<file path="src/rtl/divider_datapath_pkg.sv">
// Shared definitions for the restoring divider (datapath and controller).
//   DIV_WIDTH : default operand width
//   SEL_*     : partial-remainder source select codes driven by the controller
package divider_datapath_pkg;

    localparam int unsigned DIV_WIDTH = 8;

    localparam logic [1:0] SEL_HOLD = 2'd0;
    localparam logic [1:0] SEL_ALU  = 2'd1;
    localparam logic [1:0] SEL_ZERO = 2'd2;
    localparam logic [1:0] SEL_PASS = 2'd3;

endpackage

</file>
<file path="src/rtl/divider_addsub.sv">
// Combinational add/subtract for the partial-remainder ALU.
//   a, b : operands (WIDTH bits, two's complement)
//   sub  : 1 -> y = a - b, 0 -> y = a + b
//   y    : result, wraps modulo 2^WIDTH
module divider_addsub #(
    parameter int unsigned WIDTH = 10
) (
    input  logic [WIDTH-1:0] a,
    input  logic [WIDTH-1:0] b,
    input  logic             sub,
    output logic [WIDTH-1:0] y
);

    assign y = sub ? (a - b) : (a + b);

endmodule

</file>
<file path="src/rtl/divider_datapath.sv">
// Restoring-division datapath: divisor, partial remainder and quotient registers,
// steered cycle by cycle by controller strobes; captures finished results.
//   clk, reset          : clock, synchronous active-low reset
//   dividend, divisor   : operands, sampled on load
//   load/add/shift/inbit/sel/valid : controller strobes
//   sign                : partial remainder sign bit, fed back to the controller
//   quotient, remainder : captured results
//   result_valid        : results held in quotient/remainder
//   div_by_zero         : divisor was zero at the last load
module divider_datapath
    import divider_datapath_pkg::*;
#(
    parameter int unsigned WIDTH = DIV_WIDTH
) (
    input  logic             clk,
    input  logic             reset,
    input  logic [WIDTH-1:0] dividend,
    input  logic [WIDTH-1:0] divisor,
    input  logic             load,
    input  logic             add,
    input  logic             shift,
    input  logic             inbit,
    input  logic [1:0]       sel,
    input  logic             valid,
    output logic             sign,
    output logic [WIDTH-1:0] quotient,
    output logic [WIDTH-1:0] remainder,
    output logic             result_valid,
    output logic             div_by_zero
);

    // Two guard bits: the remainder stays below 2*D and the trial result may go negative.
    localparam int unsigned RW = WIDTH + 2;

    logic [WIDTH-1:0] d_q;
    logic [RW-1:0]    r_q;
    logic [WIDTH-1:0] q_q;

    logic [WIDTH-1:0] d_next;
    logic [RW-1:0]    r_base;
    logic [WIDTH-1:0] q_base;
    logic [RW-1:0]    r_next;
    logic [WIDTH-1:0] q_next;

    logic             alu_add;
    logic             alu_sub;
    logic [RW-1:0]    alu_y;
    logic             shift_bit;

    // Qualify don't-care strobes so a floating add/inbit cannot reach state.
    assign alu_add   = !load && (sel == SEL_ALU) && add;
    assign alu_sub   = !alu_add;
    assign shift_bit = shift && inbit;

    divider_addsub #(
        .WIDTH (RW)
    ) u_addsub (
        .a   (r_q),
        .b   ({2'b00, d_q}),
        .sub (alu_sub),
        .y   (alu_y)
    );

    // Operand/remainder source selection, then optional {R,Q} left shift.
    always_comb begin
        d_next = d_q;
        r_base = r_q;
        q_base = q_q;
        r_next = r_q;
        q_next = q_q;

        if (load) begin
            d_next = divisor;
            r_base = '0;
            q_base = dividend;
        end else begin
            case (sel)
                SEL_ALU:  r_base = alu_y;
                SEL_ZERO: r_base = '0;
                default:  r_base = r_q;
            endcase
        end

        if (shift) begin
            r_next = {r_base[RW-2:0], q_base[WIDTH-1]};
            q_next = {q_base[WIDTH-2:0], shift_bit};
        end else begin
            r_next = r_base;
            q_next = q_base;
        end
    end

    // State and result registers; load takes priority over capture.
    always_ff @(posedge clk) begin
        if (!reset) begin
            d_q          <= '0;
            r_q          <= '0;
            q_q          <= '0;
            quotient     <= '0;
            remainder    <= '0;
            result_valid <= 1'b0;
            div_by_zero  <= 1'b0;
        end else begin
            d_q <= d_next;
            r_q <= r_next;
            q_q <= q_next;
            if (load) begin
                result_valid <= 1'b0;
                div_by_zero  <= (divisor == '0);
            end else if (valid) begin
                quotient     <= q_q;
                // The last shift doubles R, so the true remainder sits one bit up.
                remainder    <= r_q[WIDTH:1];
                result_valid <= 1'b1;
            end
        end
    end

    assign sign = r_q[RW-1];

endmodule

</file>
<file path="config.mk">
export PLATFORM = sky130hd
export DESIGN_NAME = divider_datapath
export DESIGN_NICKNAME = d
export VERILOG_FILES = /design/src/rtl/divider_datapath_pkg.sv /design/src/rtl/divider_addsub.sv /design/src/rtl/divider_datapath.sv
export SDC_FILE = /design/constraint.sdc
export NUM_CORES = 1
export LEC_CHECK = 0
export ABC_AREA = 1
export BUFFER_PORTS_ARGS = -buffer_cell sky130_fd_sc_hd__buf_4
export CORE_UTILIZATION = 55
export DETAILED_ROUTE_END_ITERATION = 6
export HOLD_SLACK_MARGIN = 0.08
export PLACE_DENSITY_LB_ADDON = 0.2
export SYNTH_ARGS = -nofsm -noshare
export SYNTH_HDL_FRONTEND = slang
export SYNTH_SLANG_ARGS = --single-unit
</file>
<file path="constraint.sdc">
create_clock -name clk -period 4.1 [get_ports clk]
set_input_delay 0.615 -clock clk [delete_from_list [all_inputs] [get_ports clk]]
set_output_delay 0.615 -clock clk [all_outputs]
set_load 0.05 [all_outputs]
</file>
==> results.yml <==
run_status:
  status: "complete, no violations"
cells_and_area:
  drive_gt1_frac: 0.159
  instances_no_fill: 445
  fillCellCount: 370
  synthToLayoutAreaGrowth_pct: 18.0
  utilization: 0.699
  n_antenna_cell: 0
  final_nets: 432
detailed_routing:
  routed_wl_mm: 5.48
  wl_per_cell_um: 12.3
  drtAntennaViolNets: 0
  dr.pass1.iters: 4
  drt_iter0_drc: 187
  num_vias: 2344
  detail_route.vias_per_cell: 5.27
  drc: 0
logic_synthesis:
  synth_top_area_share: 0.361
  syn_avg_cell_area_um2: 6.83
  synth_fp_nets: 395
  ys.flop_type: "dfxtp_1"
  ys_seq_area_frac: 0.361
  syn_area_um2: 2440
  yosys-top-cells-area: "dfxtp_1 (36%), nand2_1 (10%), nor2_1 (7.1%)"
  synth_edf_count: 0
  yosysTopAreaCell: "dfxtp_1"
  ys_types: 34
  netlist_instances: 357
  synth_seq_cells: 44
  ys_warn_count: 0
  postSynth.asyncResetShare: 0
global_route:
  grt_max_degree: 41
  antenna_found_initial: 0
  grt_pass1_wl_mm: 9.30
  grt_pass1_vias: 2117
  gr-usage-met3: 0.0428
  use_met1: 0.349
  globalRouteMet2Util: 0.431
  grt_usage: 0.263
  grt-ovfl-total: 0
  grt-busiest-layer: "met2"
worst_hold_path:
  hold_path_class: "reg -> reg"
  worstHoldPathCells: 2
  hold_path_end: "quotient[7]"
  min_from: "q_q[7]"
die:
  pin_count: 44
  die-area_um2: 4700
  start_util: 0.593
  fp-row-count: 23
  die_y_um: 68.6
  die_x_um: 68.6
  core_area_um2: 4120
placement:
  io_buffers: 43
  place_congestion: 0.866
  dp.cells: 437
  dp_hpwl_mm: 4.10
clocking:
  path_clk_slew_ns: 0.08
  root_buffer: "clkbuf_8"
  cts-htree-levels: 2
  cts_resized: 0
  postCtsSetupRepairBufs: 0
  cts_buffers: 5
  clockBufferDepth: 2
  cts.sinks: 44
  cts_tree: "built"
  clk_latency_ns: 0.29
  holdBufCountCts: 0
critical_path:
  cp.required_ns: 4.33
  endpoint_kind: "flip-flop"
  reg2reg_slack_ns: 1.63
  reg2reg_depth: 14
  arrival_ns: 2.70
  r2r-start: "d_q[0]"
  reg2reg_to: "r_q[9]"
  path_class: "reg -> reg"
  start_kind: "flip-flop"
  path_max_fanout: 5
sta:
  slew_viol_final: 0
  period_minus_slack_ns: 2.47
  setup_viol: 0
  max_freq_mhz: 405
  hold_viol: 0
  tightest_slew_ns: 0.546
  finalClockSkew_ns: 0.00469
  rsz0062_at_grt: "false"
  period_share: 0.602
  tns_ns: 0
  relSlewSlack: 0.636
pwr:
  max-vdd-ir-drop_mv: 0.294
  p_leak_nw: 1.40
  p_per_area_nw_per_um2: 378
job:
  drv_cap: 0
worst max-delay path, stage by stage (launching register included):
cell,delay [ns]
dfxtp_1,0.34
inv_1,0.12
ha_1,0.19
nand3_1,0.13
o31ai_1,0.31
xnor2_1,0.14
ha_1,0.38
nand2_1,0.11
nor2_1,0.16
nand3_1,0.09
nand3_1,0.11
inv_1,0.06
nand3_1,0.07
nand3_1,0.07
a21oi_1,0.14
worst max-delay path by stage:
stage / start / to / slack [ns] / depth (start not counted)
2_1_floorplan: sel[1] / r_q[5] / 1.75 / 13
3_3_place_gp: sel[1] / r_q[5] / 1.43 / 14
3_5_place_dp: sel[1] / r_q[7] / 1.37 / 16
4_1_cts: d_q[0] / r_q[9] / 1.65 / 14
5_1_grt: d_q[0] / r_q[8] / 1.40 / 15
6_report: d_q[0] / r_q[9] / 1.63 / 14
area by class of cell:
| cell class | instances | area (um2) | share of cell area |
|---|---|---|---|
| tap | 50 | 62.6 | 0.0217 |
| multi-input combinational | 253 | 1320 | 0.458 |
| clock buffer | 5 | 68.8 | 0.0239 |
| timing repair buffer | 44 | 330 | 0.115 |
| sequential | 44 | 881 | 0.306 |
| inverter | 46 | 175 | 0.0609 |
| clock inverter | 3 | 42.5 | 0.0148 |
sequential cells by signal (all words and copies together), names as in the netlist:
register	cells
d_q	8
div_by_zero	1
q_q	8
quotient	8
r_q	10
remainder	8
result_valid	1
synthesized netlist by cell type, types with 2 or more instances:
| library cell | number |
|---|---|
| inv_1 | 42 |
| inv_2 | 3 |
| xor2_1 | 5 |
| o21ai_1 | 17 |
| nor2_1 | 46 |
| nand3_1 | 21 |
| nor4_1 | 2 |
| a21oi_1 | 25 |
| nand3b_1 | 2 |
| nand2_2 | 2 |
| buf_4 | 2 |
| o211ai_1 | 3 |
| buf_2 | 4 |
| nand2_1 | 68 |
| nand3_2 | 2 |
| o21ai_0 | 33 |
| ha_1 | 12 |
| dfxtp_1 | 44 |
| o31ai_1 | 2 |
| clkbuf_1 | 7 |
| xnor2_1 | 2 |
cells by family after synthesis:
family | after synthesis | synth area share
DFF | 44 | 0.361
AOI/OAI and AO/OA | 85 | 0.185
buffers and inverters | 60 | 0.0985
and+or+nand+nor | 148 | 0.260
adders and majority gates | 13 | 0.0698
xor gates and xnor gates | 7 | 0.0251
metrics by stage:
stage	total power [mW]	hold WS, ns	setup slack [ns]	instance area [um2]
2_1_floorplan	0.689	0.424	1.75	2440
3_3_place_gp	0.760	0.445	1.43	2770
3_5_place_dp	0.766	0.442	1.37	2770
4_1_cts	1.09	0.463	1.65	2880
5_1_grt	1.15	0.487	1.40	2880
6_report	1.09	0.458	1.63	2880
layer usage:
metal	part of all wire	wire length (um)
met1	0.48	2620
met2	0.47	2560
met3	0.034	188
met4	0.020	110
met5	0	0
where the power goes:
group / leakage (nW) / internal (mW) / switching, mW / total (mW)
Clock: 0.0541 / 0.180 / 0.147 / 0.328
Combinational: 0.987 / 0.102 / 0.186 / 0.288
Sequential: 0.363 / 0.454 / 0.0162 / 0.470
Total: 1.40 / 0.737 / 0.350 / 1.09
cell usage in the layout (no fill, tap or decap):
master,instances
clkinv_2,1
ha_1,12
inv_1,42
nor3_1,1
a31oi_1,1
fa_1,1
o21bai_1,1
o31ai_1,2
bufinv_16,1
or2_1,1
a21oi_2,1
a22o_1,1
a21oi_1,25
xor2_1,5
nor2_1,46
nand3b_1,2
nand3_1,21
nand3_2,2
nor4_1,2
o21ai_0,33
inv_2,3
nand3_4,1
nand2_2,2
nand4_1,1
o211ai_1,3
inv_4,1
clkbuf_8,5
buf_4,44
dfxtp_1,44
a211oi_1,1
nor2_2,1
o21ai_1,17
nand2_1,68
xnor2_1,2
clkinvlp_4,1
Note: power is estimated with default switching activity, not from simulation.
